`config.mk`:
```
export PLATFORM = sky130hd
export DESIGN_NAME = control_sequencer
export DESIGN_NICKNAME = d
export VERILOG_FILES = /design/src/rtl/mbc_pkg.sv /design/src/rtl/control_sequencer_timing_decoder.sv /design/src/rtl/control_sequencer.sv
export SDC_FILE = /design/constraint.sdc
export NUM_CORES = 1
export LEC_CHECK = 0
export CAP_MARGIN = 20
export CORE_MARGIN = 1
export CORE_UTILIZATION = 44
export DETAILED_ROUTE_END_ITERATION = 7
export PLACE_DENSITY = 0.85
export SLEW_MARGIN = 20
export SYNTH_ARGS = -nofsm -noshare
export SYNTH_HDL_FRONTEND = slang
export SYNTH_SLANG_ARGS = --single-unit
```
`constraint.sdc`:
```
create_clock -name clock -period 5.7 [get_ports clock]
set_input_delay 0.57 -clock clock [delete_from_list [all_inputs] [get_ports clock]]
set_output_delay 0.57 -clock clock [all_outputs]
set_load 0.005 [all_outputs]
```
`src/rtl/mbc_pkg.sv`:
```
// Shared encodings for the basic-computer control sequencer: register indices,
// bus sources, ALU operations, opcodes and register-reference micro-op bits.
package mbc_pkg;

    localparam int NUM_REGS = 5;
    localparam int REG_AR   = 0;
    localparam int REG_PC   = 1;
    localparam int REG_DR   = 2;
    localparam int REG_AC   = 3;
    localparam int REG_IR   = 4;

    localparam logic [2:0] BUS_NONE = 3'd0;
    localparam logic [2:0] BUS_AR   = 3'd1;
    localparam logic [2:0] BUS_PC   = 3'd2;
    localparam logic [2:0] BUS_DR   = 3'd3;
    localparam logic [2:0] BUS_AC   = 3'd4;
    localparam logic [2:0] BUS_IR   = 3'd5;
    localparam logic [2:0] BUS_MEM  = 3'd7;

    localparam logic [2:0] ALU_NONE    = 3'd0;
    localparam logic [2:0] ALU_AND     = 3'd1;
    localparam logic [2:0] ALU_ADD     = 3'd2;
    localparam logic [2:0] ALU_LOAD_DR = 3'd3;
    localparam logic [2:0] ALU_CMA     = 3'd4;
    localparam logic [2:0] ALU_CIR     = 3'd5;
    localparam logic [2:0] ALU_CIL     = 3'd6;
    localparam logic [2:0] ALU_CME_CLE = 3'd7;

    localparam logic [2:0] OP_AND    = 3'd0;
    localparam logic [2:0] OP_ADD    = 3'd1;
    localparam logic [2:0] OP_LDA    = 3'd2;
    localparam logic [2:0] OP_STA    = 3'd3;
    localparam logic [2:0] OP_BUN    = 3'd4;
    localparam logic [2:0] OP_BSA    = 3'd5;
    localparam logic [2:0] OP_ISZ    = 3'd6;
    localparam logic [2:0] OP_REG_IO = 3'd7;

    localparam int UOP_CLA = 11;
    localparam int UOP_CLE = 10;
    localparam int UOP_CMA = 9;
    localparam int UOP_CME = 8;
    localparam int UOP_CIR = 7;
    localparam int UOP_CIL = 6;
    localparam int UOP_INC = 5;
    localparam int UOP_SPA = 4;
    localparam int UOP_SNA = 3;
    localparam int UOP_SZA = 2;
    localparam int UOP_SZE = 1;
    localparam int UOP_HLT = 0;

    typedef enum logic {
        RUN    = 1'b0,
        HALTED = 1'b1
    } run_state_t;

endpackage

```
`src/rtl/control_sequencer_timing_decoder.sv`:
```
// Decodes the 4-bit sequence counter into one-hot timing signals T0..T15.
module timing_decoder (
    input  logic [3:0]  sc,
    output logic [15:0] t
);

    always_comb begin
        t     = '0;
        t[sc] = 1'b1;
    end

endmodule

```
`src/rtl/control_sequencer.sv`:
```
// Hardwired control unit: fetch/indirect/execute sequencing driven by SC,
// with a run/halted flag. All control outputs decode combinationally.
module control_sequencer
    import mbc_pkg::*;
#(
    parameter int n = 16
) (
    input  logic         clock,
    input  logic         clear,
    input  logic         start,
    input  logic [n-1:0] ir_data,
    input  logic         ac_zero,
    input  logic         ac_sign,
    input  logic         dr_zero,
    input  logic         e_flag,
    output logic [4:0]   reg_write,
    output logic [4:0]   reg_inc,
    output logic [4:0]   reg_clear,
    output logic [2:0]   bus_select,
    output logic [2:0]   alu_op,
    output logic         mem_read,
    output logic         mem_write,
    output logic [3:0]   seq_count,
    output logic         halted
);

    run_state_t   state, state_next;
    logic [3:0]   sc, sc_next;
    logic [15:0]  t;
    logic         ind;
    logic [2:0]   d;
    logic [n-5:0] b;
    logic         t_bad;

    assign ind       = ir_data[n-1];
    assign d         = ir_data[n-2:n-4];
    assign b         = ir_data[n-5:0];
    assign seq_count = sc;

    timing_decoder u_timing (
        .sc (sc),
        .t  (t)
    );

    // Steps no instruction can legally reach are squashed and restart fetch.
    assign t_bad = (|t[15:7]) | (t[6] & (d != OP_ISZ));

    always_ff @(posedge clock) begin
        if (clear) begin
            state <= RUN;
            sc    <= '0;
        end else begin
            state <= state_next;
            sc    <= sc_next;
        end
    end

    always_comb begin
        reg_write  = '0;
        reg_inc    = '0;
        reg_clear  = '0;
        bus_select = BUS_NONE;
        alu_op     = ALU_NONE;
        mem_read   = 1'b0;
        mem_write  = 1'b0;
        halted     = (state == HALTED);
        state_next = state;
        sc_next    = sc + 4'd1;

        if (clear) begin
            halted     = 1'b0;
            state_next = RUN;
            sc_next    = '0;
        end else if (state == HALTED) begin
            sc_next = '0;
            if (start) state_next = RUN;
        end else if (t_bad) begin
            sc_next = '0;
        end else if (t[0]) begin
            bus_select        = BUS_PC;
            reg_write[REG_AR] = 1'b1;
        end else if (t[1]) begin
            mem_read          = 1'b1;
            bus_select        = BUS_MEM;
            reg_write[REG_IR] = 1'b1;
            reg_inc[REG_PC]   = 1'b1;
        end else if (t[2]) begin
            bus_select        = BUS_IR;
            reg_write[REG_AR] = 1'b1;
        end else if (t[3]) begin
            if (d == OP_REG_IO) begin
                sc_next = '0;
                // Register-reference: only the highest set micro-op bit acts.
                if (!ind) begin
                    if (b[UOP_CLA])      reg_clear[REG_AC] = 1'b1;
                    else if (b[UOP_CLE]) alu_op = ALU_CME_CLE;
                    else if (b[UOP_CMA]) begin alu_op = ALU_CMA; reg_write[REG_AC] = 1'b1; end
                    else if (b[UOP_CME]) alu_op = ALU_CME_CLE;
                    else if (b[UOP_CIR]) begin alu_op = ALU_CIR; reg_write[REG_AC] = 1'b1; end
                    else if (b[UOP_CIL]) begin alu_op = ALU_CIL; reg_write[REG_AC] = 1'b1; end
                    else if (b[UOP_INC]) reg_inc[REG_AC] = 1'b1;
                    else if (b[UOP_SPA]) reg_inc[REG_PC] = !ac_sign;
                    else if (b[UOP_SNA]) reg_inc[REG_PC] = ac_sign;
                    else if (b[UOP_SZA]) reg_inc[REG_PC] = ac_zero;
                    else if (b[UOP_SZE]) reg_inc[REG_PC] = !e_flag;
                    else if (b[UOP_HLT]) state_next = HALTED;
                end
            end else if (ind) begin
                mem_read          = 1'b1;
                bus_select        = BUS_MEM;
                reg_write[REG_AR] = 1'b1;
            end
        end else if (t[4]) begin
            case (d)
                OP_AND, OP_ADD, OP_LDA, OP_ISZ: begin
                    mem_read          = 1'b1;
                    bus_select        = BUS_MEM;
                    reg_write[REG_DR] = 1'b1;
                end
                OP_STA: begin
                    bus_select = BUS_AC;
                    mem_write  = 1'b1;
                    sc_next    = '0;
                end
                OP_BUN: begin
                    bus_select        = BUS_AR;
                    reg_write[REG_PC] = 1'b1;
                    sc_next           = '0;
                end
                OP_BSA: begin
                    bus_select      = BUS_PC;
                    mem_write       = 1'b1;
                    reg_inc[REG_AR] = 1'b1;
                end
                default: sc_next = '0;
            endcase
        end else if (t[5]) begin
            case (d)
                OP_AND, OP_ADD, OP_LDA: begin
                    alu_op            = (d == OP_AND) ? ALU_AND :
                                        (d == OP_ADD) ? ALU_ADD : ALU_LOAD_DR;
                    reg_write[REG_AC] = 1'b1;
                    sc_next           = '0;
                end
                OP_BSA: begin
                    bus_select        = BUS_AR;
                    reg_write[REG_PC] = 1'b1;
                    sc_next           = '0;
                end
                OP_ISZ:  reg_inc[REG_DR] = 1'b1;
                default: sc_next = '0;
            endcase
        end else if (t[6]) begin
            bus_select      = BUS_DR;
            mem_write       = 1'b1;
            reg_inc[REG_PC] = dr_zero;
            sc_next         = '0;
        end
    end

endmodule
```
## After elaboration in Yosys (flattened, before gate mapping)

Cells that the tools add are included.

| word-level totals | value |
|---|---|
| output and inout bits | 28 |
| input bits | 23 |
| word-level logic and storage cells | 192 |
| bits in registers | 5 |

| operators by class | value |
|---|---|
| add/subtract/negate cells | 1 |
| muxes and demuxes | 167 |
| magnitude comparators | 2 |
| reduce and logical (&&, ||, !) cells | 10 |
| bitwise operators | 2 |
| equality and inequality tests | 8 |

Operators by type and width:

| kind | count |
|---|---|
| two-way mux 1 bit | 110 |
| two-way mux 3 bit | 27 |
| two-way mux 4 bit | 17 |
| two-way mux 2 bit | 8 |
| two-way mux 5 bit | 3 |
| == test 3 bit, second input constant | 4 |
| one-hot mux 3 bit (4 select lines) | 1 |
| OR reduction 9 bit | 1 |
| == test 3 x 2 -> 1 bit, second input constant | 2 |
| OR reduction 3 bit | 2 |
| < comparator 4 x 5 -> 1 bit, second input constant | 1 |
| OR reduction 5 bit | 1 |
| adder 4 x 1 -> 4 bit, second input constant | 1 |
| demux 1 bit (select 4 bit) | 1 |
| greater-or-equal comparator 4 x 1 -> 1 bit, second input constant | 1 |
| OR reduction 4 bit | 1 |
| == test 3 x 1 -> 1 bit, second input constant | 1 |
| zero test 3 bit | 1 |
| != test 3 bit, second input constant | 1 |
| zero test 1 bit | 2 |
| OR reduction 2 bit | 1 |
| bitwise AND 1 bit | 1 |
| logical AND 1 bit | 1 |
| bitwise OR 1 bit | 1 |

## Logic depth before layout (Yosys ltp)

| depth | value |
|---|---|
| depth in word-level cells | 21 |
| depth in mapped cells | 8 |
| gate-level depth less buffers | 6 |

## Cells and area by module

A second synthesis with hierarchy kept.

| unflattened totals | value |
|---|---|
| cell total of the unflattened synthesis | 151 |
| area total of the unflattened synthesis | 1089.8 µm² |

Modules (own cells, without submodules):

| module | area an instance (µm²) | times used | cells an instance | seq. area each (µm²) |
|---|---|---|---|---|
| control_sequencer | 863.3 | 1 | 131 | 100.1 |
| timing_decoder | 226.5 | 1 | 20 | 0.0 |

## Worst setup path after synthesis

No wires, ideal clock.

| timing path | value |
|---|---|
| path type | register -> output |
| from | register sc[0], in the netlist seq_count[0] |
| to | output alu_op[1] |
| cell stages (with the launch flop) | 8 |
| path buffers | 1 |
| setup slack | 3392 ps |
| arrival | 1738 ps |
| data required time | 5130 ps |
| cell sequence | dfxtp_1 inv_1 ha_1 clkbuf_1 nor3_2 nor2_1 or2_1 nor4_1 |

| on the way | value |
|---|---|
| cells in the longest elaborated chain, start to end | 13 |
| elaborated cells between the ends (all ways) | 17 |
| classes of those cells | order compare: 2; mux: 11; bitwise: 2; reduce/logical: 2 |

Ends and longest elaborated chain:

| element | RTL line | source |
|---|---|---|
| start: declaration | control_sequencer.sv:28 | `logic [3:0] sc, sc_next;` |
| start signal: assignment | control_sequencer.sv:54 | `sc <= sc_next;` |
| < comparator 4 x 5 -> 1 bit (implied by the code) / greater-or-equal comparator 4 x 1 -> 1 bit (equally long branches) | control_sequencer_timing_decoder.sv:9 | `t[sc] = 1'b1;` |
| logical AND 1 bit (implied by the code) | control_sequencer_timing_decoder.sv:9 |  |
| two-way mux 1 bit (implied by the code) | control_sequencer_timing_decoder.sv:9 |  |
| demux 1 bit (select 4 bit) * | n/a |  |
| two-way mux 2 bit | control_sequencer.sv:137 | `end else if (t[5]) begin` |
| two-way mux 2 bit | control_sequencer.sv:113 | `end else if (t[4]) begin` |
| two-way mux 3 bit | control_sequencer.sv:90 | `end else if (t[3]) begin` |
| two-way mux 3 bit | control_sequencer.sv:87 | `end else if (t[2]) begin` |
| two-way mux 3 bit | control_sequencer.sv:82 | `end else if (t[1]) begin` |
| two-way mux 3 bit | control_sequencer.sv:79 | `end else if (t[0]) begin` |
| two-way mux 3 bit * | control_sequencer.sv:77 | `end else if (t_bad) begin` |
| two-way mux 3 bit * | control_sequencer.sv:74 | `end else if (state == HALTED) begin` |
| two-way mux 3 bit * | control_sequencer.sv:70 | `if (clear) begin` |
| end: declaration | control_sequencer.sv:20 | `output logic [2:0] alu_op,` |

Mark *: on every way between the ends. The rest lies on a longest branch, timed or not.

## Worst setup path after layout

| timing path | value |
|---|---|
| from | input ir_data[13] |
| to | output alu_op[2] |

| on the way | value |
|---|---|
| cells in the longest elaborated chain, start to end | 9 |
| elaborated cells between the ends (all ways) | 12 |
| classes of those cells | eq/ne: 2; mux: 8; bitwise: 2 |

Ends and longest elaborated chain:

| element | RTL line | source |
|---|---|---|
| start: declaration | control_sequencer.sv:11 | `input logic [n-1:0] ir_data,` |
| == test 3 bit | control_sequencer.sv:91 | `if (d == OP_REG_IO) begin` |
| two-way mux 3 bit | control_sequencer.sv:91 |  |
| two-way mux 3 bit | control_sequencer.sv:90 |  |
| two-way mux 3 bit | control_sequencer.sv:87 |  |
| two-way mux 3 bit | control_sequencer.sv:82 |  |
| two-way mux 3 bit | control_sequencer.sv:79 |  |
| two-way mux 3 bit * | control_sequencer.sv:77 |  |
| two-way mux 3 bit * | control_sequencer.sv:74 |  |
| two-way mux 3 bit * | control_sequencer.sv:70 |  |

Marked as above.

==> impl_metrics.toml <==
[floorplan]
num_io_pins = 51
dieArea_um2 = 2640
die_h_um = 51.4
initial_core_util_pct = 47.7
core_um2 = 2250
die_x_um = 51.4
num_rows = 17

[layout]
seqCellArea_um2 = 100
nNetsFinal = 221
final_area_um2 = 1520
multi_input_comb_area_um2 = 875
diodes = 0
n_fill_cell = 213
drive_gt1_share_pct = 6.74
syn_to_final_growth_pct = 41.1

[routing]
drt.antenna.violating_nets = 0
drcViolationCount = 0
vias = 1357
wire_per_inst_um = 15.6
wl_um = 3450
drt_iter0_markers = 52
avgViaCountPerCell = 6.14
firstDrtPassIters = 4

[status]
outcome = "complete, no violations"

[sta]
max-slew-margin-rel_pct = 59.6
hold_viol_final = 0
fmax_mhz = 277
timing.final.crit_share_pct = 63.2
slew_viol_final = 0
fin_skew_ns = 0.000354
worst_slew_pin_slew_ns = 0.605
fin_ws_ns = 2.10
rsz0062_at_grt = "false"
setup_tns_ns = 0
finalSetupViolCount = 0
min_period_ns = 3.60

[clock_network]
clock-root-buffer = "clkbuf_4"
cts-htree-levels = 1
path_clk_slew_ns = 0.04
worstSkewPairLatency_ns = 0.24
cts_hold_buf = 0
cts_setup_buffers = 0
cts.path.max_buffers = 2
numCtsBuffers = 3
ctsResizeCount = 0
cts_tree = "yes"
cts_sinks = 5

[synth]
yosysSeqAreaShare_pct = 9.31
synth-main-ff-cell = "dfxtp_1"
synth_cells = 155
yosys_warnings = 0
yosysMostFrequentCell = "nor2_1"
synth-edff-count = 0
yosys.area_share.simple_pct = 40.5
synth_top_family_by_area = "simple AND/OR/NAND/NOR gates"
synthAdderAreaFrac_pct = 4.66
yosys_register_bits = 5
synthTopCellsByArea = "dfxtp_1 (9.3%), a21oi_1 (5.6%), ha_1 (4.7%), nor3_1 (4.7%), nor2_1 (4.5%)"
synthMuxAreaShare_pct = 0
synth_area_leader_cell = "dfxtp_1"
synth.avg_cell_area_um2 = 6.93
ys_types = 57
synth_compound_area_share_pct = 32.0
synth_commonest_cells = "nor2_1 (13), a21oi_1 (12), nand2_1 (10), nor3_1 (10), inv_1 (7)"
synth_xor_xnor_area_share_pct = 2.44
synth_top_area_share_pct = 9.31
syn_area_um2 = 1070
async_flop_share_pct = 0

[power]
vdd_drop_max_mv = 0.174
p_per_area_nw_per_um2 = 157
p_leak_nw = 0.523

[global_route]
antenna_found_initial = 0
grt_max_degree = 20
grt_pass1_wl_um = 5400
track_usage_pct = 26.8
overflow = 0
grt_pass1_vias = 1178

[critical_path]
cp-end-kind = "primary output"
worstPathArrival_ns = 3.03
ff2ff_setup_slack_ns = 3.67
cp_max_fo = 11
worstSetupPathType = "in2out"
worst_setup_path_start_kind = "input port"
critPathRequiredTime_ns = 5.13

[placed_design]
hpwl_um = 2670
io_buffers = 45
postPlaceCellArea_um2 = 1490
place_congestion = 0.982
pre_cts_slack_ns = 2.16

[worst_hold_path]
min_path_type = "reg2reg"

[flow_run]
maxCapViolCount = 0
==> worst max-delay path, cell delays in order <==
cell	delay [ns]
clkdlybuf4s50_1	0.70
and3b_2	0.32
o211ai_2	0.18
o21bai_2	0.33
nor4_1	0.37
clkdlybuf4s50_1	0.56
==> layer usage <==
layer / up-vias / GRT usage (%) / wire, µm
met5: - / 0 / 0
li1: 648 / - / -
met3: 4 / 4.76 / 316
met1: 625 / 32.3 / 1450
met2: 80 / 47.8 / 1650
met4: 0 / 7.21 / 38
==> cell usage in the layout, fill, tap and decap left out, drive strengths merged, types with 3 or more instances in the layout <==
cell type / count
clkdlybuf4s50: 45
nor2: 13
a21oi: 12
nor3: 12
nand2: 10
inv: 8
nand3: 6
nor4: 6
o21ai: 6
conb: 5
dfxtp: 5
nor3b: 5
ha: 4
clkbuf: 4
nor2b: 3
or3: 3
a211o: 3
o21bai: 3
o211ai: 3
==> where the power goes <==
part	internal, mW	switching, mW	total [mW]
Clock	0.0265	0.0146	0.0410
Sequential	0.0383	0.00731	0.0456
Combinational	0.0717	0.0797	0.151
==> sequential cells by signal (all words and copies together) (netlist names) <==
register   flops
seq_count      4
state          1
==> layout make-up <==
class                   instances  share of cell area, %
multi-input cells             131                   57.7
well taps                      28                   2.31
clock buffers                   4                   1.73
repair buffers                 45                   29.7
flip-flops and latches          5                   6.60
inverters                       8                   1.98
==> worst paths after layout <==
path	start	to	cells past startpoint
worst max register to register	seq_count[0]$_SDFF_PP0_	seq_count[3]$_SDFF_PP0_	5
worst max-delay path	ir_data[13]	alu_op[2]	6
worst min register to register	seq_count[0]$_SDFF_PP0_	seq_count[0]$_SDFF_PP0_	1
worst min-delay path	seq_count[0]$_SDFF_PP0_	seq_count[0]$_SDFF_PP0_	1
==> per-stage QoR <==
step | std cells | utilization, % | total power, mW | hold WS (ns)
after detailed placement | 217 | 66.1 | 0.195 | 0.557
after floorplan | 159 | - | 0.138 | 0.522
after global placement | 217 | 66.1 | 0.190 | 0.550
after CTS | 221 | 67.3 | 0.238 | 0.586
after global routing | 221 | 67.3 | 0.256 | 0.642
final | 221 | 67.3 | 0.238 | 0.581
==> cell families (layout without fill, tap and decap cells) <==
family,after synthesis,count (layout)
compound gates,47,47
xor+xnor,3,3
fa+ha+maj,4,4
buf+inv,23,57
flops,5,5
other cells,1,5
simple gates,72,72
No activity file was read; power rests on OpenSTA's default activity.
